<file path="config.mk">
export PLATFORM = sky130hd
export DESIGN_NAME = sll_iter
export DESIGN_NICKNAME = d
export VERILOG_FILES = /design/src/rtl/alu_pkg.sv /design/src/rtl/sll_stage.sv /design/src/rtl/sll_iter.sv
export SDC_FILE = /design/constraint.sdc
export NUM_CORES = 1
export LEC_CHECK = 0
export ABC_AREA = 1
export CAP_MARGIN = 20
export CORE_MARGIN = 8
export CORE_UTILIZATION = 45
export CTS_BUF_LIST = sky130_fd_sc_hd__clkbuf_4 sky130_fd_sc_hd__clkbuf_8 sky130_fd_sc_hd__clkbuf_16
export DETAILED_ROUTE_END_ITERATION = 8
export HOLD_SLACK_MARGIN = 0.03
export PLACE_DENSITY_LB_ADDON = 0.25
export SLEW_MARGIN = 20
export SYNTH_ARGS = -nofsm -noshare
export SYNTH_HDL_FRONTEND = slang
export SYNTH_SLANG_ARGS = --single-unit
</file>
<file path="constraint.sdc">
create_clock -name clk -period 3.63 [get_ports clk]
set_input_delay 0.726 -clock clk [delete_from_list [all_inputs] [get_ports clk]]
set_output_delay 0.726 -clock clk [all_outputs]
set_load 0.01 [all_outputs]
</file>
<file path="src/rtl/alu_pkg.sv">
// Shared ALU definitions: datapath width, shift-amount width and the
// state encoding of the iterative left shifter.
package alu_pkg;

    localparam int XLEN = 64;
    localparam int SHW  = 6;

    typedef enum logic [1:0] {
        IDLE  = 2'd0,
        SHIFT = 2'd1,
        DONE  = 2'd2
    } sll_state_t;

endpackage

</file>
<file path="src/rtl/sll_stage.sv">
// One radix-2 barrel stage: shifts acc left by 2**idx when en is set,
// otherwise passes acc through unchanged. Zero-filled from the LSB.
module sll_stage #(
    parameter int WIDTH = 64,
    parameter int IDXW  = 3
) (
    input  logic [WIDTH-1:0] acc,
    input  logic [IDXW-1:0]  idx,
    input  logic             en,
    output logic [WIDTH-1:0] res
);

    logic [WIDTH-1:0] shifted;

    // Shift distance is a power of two selected by the stage index.
    always_comb begin
        shifted = acc << (32'd1 << idx);
        res     = en ? shifted : acc;
    end

endmodule

</file>
<file path="src/rtl/sll_iter.sv">
// Multi-cycle logical left shifter. One barrel stage is applied per clock,
// MSB stage first (32,16,8,4,2,1), so every operation takes SHW cycles
// from acceptance to out_valid regardless of the shift amount.
//
// Handshakes: a transfer happens on a rising edge where valid and ready are
// both high. in_ready is only high in IDLE (and not during a flush, because a
// flushing cycle never accepts). out_valid is only high in DONE, and Result is
// held stable until out_ready is seen; Result reads 0 whenever out_valid is 0.
module sll_iter
    import alu_pkg::*;
#(
    parameter int WIDTH = alu_pkg::XLEN,
    parameter int SHW   = alu_pkg::SHW
) (
    input  logic             clk,
    input  logic             rst_n,
    input  logic             in_valid,
    output logic             in_ready,
    input  logic [WIDTH-1:0] A,
    input  logic [SHW-1:0]   shamt,
    input  logic             flush,
    output logic             out_valid,
    input  logic             out_ready,
    output logic [WIDTH-1:0] Result,
    output logic             busy
);

    // Counter width large enough to hold SHW-1 and index sh_q.
    localparam int CW = (SHW > 1) ? $clog2(SHW) : 1;

    sll_state_t       state;
    sll_state_t       state_nxt;
    logic [WIDTH-1:0] acc;
    logic [SHW-1:0]   sh_q;
    logic [CW-1:0]    cnt;
    logic             alive;
    logic             accept;
    logic [WIDTH-1:0] stage_res;

    // The single barrel stage, time-multiplexed across cycles by cnt.
    sll_stage #(
        .WIDTH (WIDTH),
        .IDXW  (CW)
    ) u_stage (
        .acc (acc),
        .idx (cnt),
        .en  (sh_q[cnt]),
        .res (stage_res)
    );

    assign accept = in_valid && in_ready;

    // Keeps in_ready low until the first clock after reset release.
    always_ff @(posedge clk or negedge rst_n) begin
        if (!rst_n) begin
            alive <= 1'b0;
        end else begin
            alive <= 1'b1;
        end
    end

    // State register.
    always_ff @(posedge clk or negedge rst_n) begin
        if (!rst_n) begin
            state <= IDLE;
        end else begin
            state <= state_nxt;
        end
    end

    // Next-state logic; flush overrides every transition.
    always_comb begin
        state_nxt = state;
        if (flush) begin
            state_nxt = IDLE;
        end else begin
            case (state)
                IDLE:    if (accept) state_nxt = SHIFT;
                SHIFT:   if (cnt == '0) state_nxt = DONE;
                DONE:    if (out_ready) state_nxt = IDLE;
                default: state_nxt = IDLE;
            endcase
        end
    end

    // Output decode from the current state.
    always_comb begin
        in_ready  = alive && (state == IDLE) && !flush;
        out_valid = (state == DONE);
        busy      = (state == SHIFT) || (state == DONE);
        Result    = (state == DONE) ? acc : '0;
    end

    // Datapath: load on accept, apply one stage per SHIFT cycle, hold in DONE.
    always_ff @(posedge clk or negedge rst_n) begin
        if (!rst_n) begin
            acc  <= '0;
            sh_q <= '0;
            cnt  <= '0;
        end else if (flush) begin
            acc  <= '0;
            sh_q <= '0;
            cnt  <= '0;
        end else if (accept) begin
            acc  <= A;
            sh_q <= shamt;
            cnt  <= CW'(SHW - 1);
        end else if (state == SHIFT) begin
            acc <= stage_res;
            if (cnt != '0) begin
                cnt <= cnt - 1'b1;
            end
        end
    end

endmodule
</file>
# After elaboration in Yosys (flattened, before gate mapping)
# Cells that the tools add are included.
# word_totals
wordCells	47
register_bits	76
output_inout_bits	67
in_bits	75
# op_classes
n_addsub	1
eq_ne	5
n_lt_le_gt_ge	1
reduce_logical	15
n_shift	2
n_mux	18
# op_table
cell	count
64-bit 2-to-1 mux	5
64-bit by 32-bit left shift with 64-bit output	1
1-bit by 3-bit left shift with 32-bit output, first input constant	1
3-bit 2-to-1 mux	4
6-bit 2-to-1 mux	2
3-bit nonzero test	4
2-bit 2-to-1 mux	4
3-bit inequality test, second input constant	2
2-bit case mux with 3 select lines	1
3-bit by 4-bit less-than comparator with 1-bit output, second input constant	1
2-bit AND reduction	2
1-bit binary-select mux with 3-bit select	1
1-bit logical AND	3
3-bit zero test	1
3-bit by 2-bit inequality test with 1-bit output, second input constant	1
3-bit AND reduction	1
3-bit by 1-bit subtractor with 3-bit output, second input constant	1
2-bit by 1-bit == test with 1-bit output, second input constant	1
2-bit == test, second input constant	1
2-bit zero test	1
2-bit nonzero test	1
1-bit zero test	1
1-bit logical OR	1
1-bit 2-to-1 mux	1

# Depth between registers and ports, before layout
# logic_depth
ltp_word	7
mapped_depth	19
mapped_depth_nobuf	18

# Cells and area by module
# A second synthesis with hierarchy kept.
# hier_totals
hier_cells	1851
hier_area_um2	9854.5
# by_module_without_submodules
mod	seq_area_each_um2	n_inst	cells_each	area_each_um2
sll_stage	0.0	1	1145	5341.4
sll_iter	1901.8	1	706	4513.1

# Least setup slack after synthesis
# Ideal clock, no wire load.
# synth_timing
kind	input -> register
start	in flush
end	reg acc[16]
path_stages	13
setup_time_ps	123
path_slack_ps	1426
n_path_buf	3
t_required_ps	3507
t_arrival_ps	2081
cell_sequence	buf_4 > inv_2 > nand2_1 > nor2_2 > nand2_4 > nand2_4 > inv_2 > nand3_1 > o21ai_2 > buf_2 > buf_4 > nand2_1 > nand2_1
# synth_via
elab_chain_cells	5
word_cells_on_any_way	8
cone_classes	mux: 2; reduce/logical: 6
# synth_rtl
element	line_no	rtl
from (decl)	sll_iter.sv:21	input logic flush,
1-bit zero test (*)	sll_iter.sv:88	in_ready = alive && (state == IDLE) && !flush;
1-bit logical AND (*)	sll_iter.sv:88	
named net in_ready	sll_iter.sv:18	output logic in_ready,
1-bit logical AND (*)	sll_iter.sv:51	assign accept = in_valid && in_ready;
3-bit nonzero test (no line) or 64-bit 2-to-1 mux (tied branches)	--	
2-bit AND reduction (no line) or 64-bit 2-to-1 mux (tied branches)	--	
to (signal assigned)	sll_iter.sv:109	acc <= stage_res;
to (decl)	sll_iter.sv:33	logic [WIDTH-1:0] acc;
# Mark *: on every way through the listed nets, which the timed path passes. The rest lies on a longest branch.
# A chain may end at the register's enable or synchronous reset.

# Worst setup path in the final report
# layout_timing
start	reg state[0]
end	out Result[34]
# layout_via
elab_chain_cells	2
# layout_rtl
element	line_no	rtl
from (decl)	sll_iter.sv:31	sll_state_t state;
from (signal assigned)	sll_iter.sv:67	state <= state_nxt;
2-bit == test	sll_iter.sv:91	Result = (state == DONE) ? acc : '0;
64-bit 2-to-1 mux	sll_iter.sv:91	
to (decl)	sll_iter.sv:24	output logic [WIDTH-1:0] Result,
# Every way passes these cells.

==> metrics <==
status=complete, no violations; main area contributors after synthesis=nand2_1 (31%), nand3_1 (23%), dfrtp_1 (22%), inv_1 (4.6%), o21ai_0 (2.5%); initial antenna violation count=1; Die X=153 um; num ports=142; Max Freq=0.311 GHz; CTS clk-pin slew, worst paths=70 ps; sequential fraction of the synthesis area=22.4%; die height=153 um; GR Overflow Total=0; Clock Skews=9.44 ps; P_leak=0.00565 uW; largest area contributor in the netlist=nand2_1; # H-tree levels=3; max cap viols=0; Post-Syn Area=0.00851 mm^2; worst endpoint data arrival time=2490 ps; Critical Path Start Type=flip-flop; Synth async-reset ratio=100%; multiplexer area fraction after synthesis=0%; drt first pass iters=7; Critical Path Fanout Max=26; Site Rows=50; Util after Layout=55.3%; Initial Utilization=45.6%; Bufs on Longest Clock Path=2; worst path cell trace=inv_1, ha_2, buf_4, nand2_1, inv_1, clkdlybuf4s50_1; Post-CTS Setup Bufs=0; top-count cell post-synth=nand2_1; largest net degree at the start of global routing=77; slowest library cell on the worst path=clkdlybuf4s50_1; Tot GR Track Use=30.5%; CTS Sinks=76; peak supply drop=0.538 mV; gp weighted congestion=1.04; CP delay by family, top=buffers and inverters; XOR/XNOR Fraction of Synth Area=0.103%; CP Class=reg2out; via count=10783; Slew Limit Fails=0; WL per Instance=19.1 um; share of synthesized cell area in and, or, nand and nor gates=59.3%; Sum Neg Setup Slack=0 ps; synthesized area per cell=5.41 um^2; critical path capture point type=primary output; Overall Power=10500 uW; CTS tree=yes; first-pass GRT wire length=57400 um; RSZ-0062 raised after global routing=no; PostCTS Resize Cnt=0; port bufs=141; PD cells=1020 mW/mm^2; Post-Synth Adder-Cell Area=1.32%; syn nets=1657; clock latency on the worst-skew pair=360 ps; core area=0.0186 mm^2; main combinational cell family by area after synthesis=simple AND/OR/NAND/NOR gates; Least-Margin Pin Slew=799 ps; Yosys top cell area share=30.8%; share of cells above drive strength 1=4.38%; Fill cells=1997; Min-Delay Path Class=in2async; WL final=36300 um; post-DP HPWL=28500 um; vias in the first global route=10067; post-route clock period utilization=88.5%; most frequent cells after synthesis=nand2_1 (698), nand3_1 (398), inv_1 (104); Post-Synthesis Cells=1573; TritonCTS buffer count=9; setup violators final=0; CTS root buf=clkbuf_16; CTS Hold Bufs=0; Final ANT Viol Nets=0; post-synthesis compound-gate area fraction=6.10%; Bufs and invs on worst path=4; Synth cell types=35; Max stage delay on crit path=560 ps; hold violation count in the final report=0; crit path time final=3210 ps; Worst path most repeated cell=inv_1; antenna fix cells=0; area added between synthesis and finish=21.1%; Die ar.=0.0236 mm^2; Avg Vias per Cell=5.68; Final nets=1744; initial drt markers=1166; number of flops mapped to enable cells by yosys=0; DRC viols=0; Synth warnings=0; Crit path required time=2900 ps; relative slew slack=46.7%; #FFs+latches synth=76; Primary FF master, synth=dfrtp_1
-- cells by family (layout without fill, tap and decap cells) --
family | count (synthesis) | in the layout
xor+xnor | 1 | 1
flops | 76 | 76
simple gates | 1178 | 1178
compound gates | 95 | 95
buf+inv | 213 | 305
other cells | 1 | 1
fa+ha+maj | 9 | 9
-- report_power, final --
| part | switching, uW | internal [uW] |
|---|---|---|
| registers | 275 | 1110 |
| logic | 5770 | 2470 |
| clock network | 426 | 488 |
-- stage by stage --
stage	hold slack, ps	cell area [um^2]	std cells	worst slack, ps
6_report	396	10300	1899	418
5_1_grt	461	10300	1899	249
4_1_cts	498	10300	1899	418
3_5_place_dp	481	10000	1883	467
3_3_place_gp	481	10000	1883	549
2_1_floorplan	430	8510	1573	1430
-- layout by cell type, fill, tap and decap left out, types with 4 or more instances in the layout --
cell type,n
nand2_1,698
a21oi_1,34
inv_1,104
o21ai_0,42
ha_1,8
clkdlybuf4s50_1,140
dfrtp_1,76
nor2_1,50
o21ai_1,4
buf_4,33
nand3b_1,14
inv_2,6
clkbuf_16,9
a22o_1,6
nand3_1,398
-- layout make-up --
class                      instances  area [um^2]  share of cell area [%]
tap                              234          293                    2.84
timing repair buffer             176         1700                    16.5
multi-input combinational       1284         5700                    55.3
inverter                         113          427                    4.14
sequential                        76         1900                    18.5
clock buffer                      10          239                    2.32
clock inverter                     6         46.3                   0.449
-- final timing paths --
kind / startpoint / endpoint / slack [ps] / cells after the start
max in group asynchronous: rst_n / acc[53]$_DFFE_PN0P_ / 2690 / 1
min reg2reg: acc[63]$_DFFE_PN0P_ / acc[63]$_DFFE_PN0P_ / 500 / 2
max reg2reg: cnt[2]$_DFFE_PN0P_ / acc[48]$_DFFE_PN0P_ / 540 / 15
min in group clk: acc[63]$_DFFE_PN0P_ / acc[63]$_DFFE_PN0P_ / 500 / 2
max: state[0]$_DFFE_PN0P_ / Result[34] / 420 / 6
min: rst_n / acc[17]$_DFFE_PN0P_ / 400 / 1
-- registers in the layout, summed over array words and instances (netlist names) --
name   cells
alive      1
acc       64
sh_q       6
cnt        3
state      2
-- metal layers --
layer	part of all wire [%]	vias to the layer above	track usage, %
li1	-	5229	-
met1	44	4932	41.3
met2	45	556	47.8
met3	8.8	64	6.19
met4	2.6	2	10.1
met5	0.047	-	0
Power figures use the tool's default switching activity.
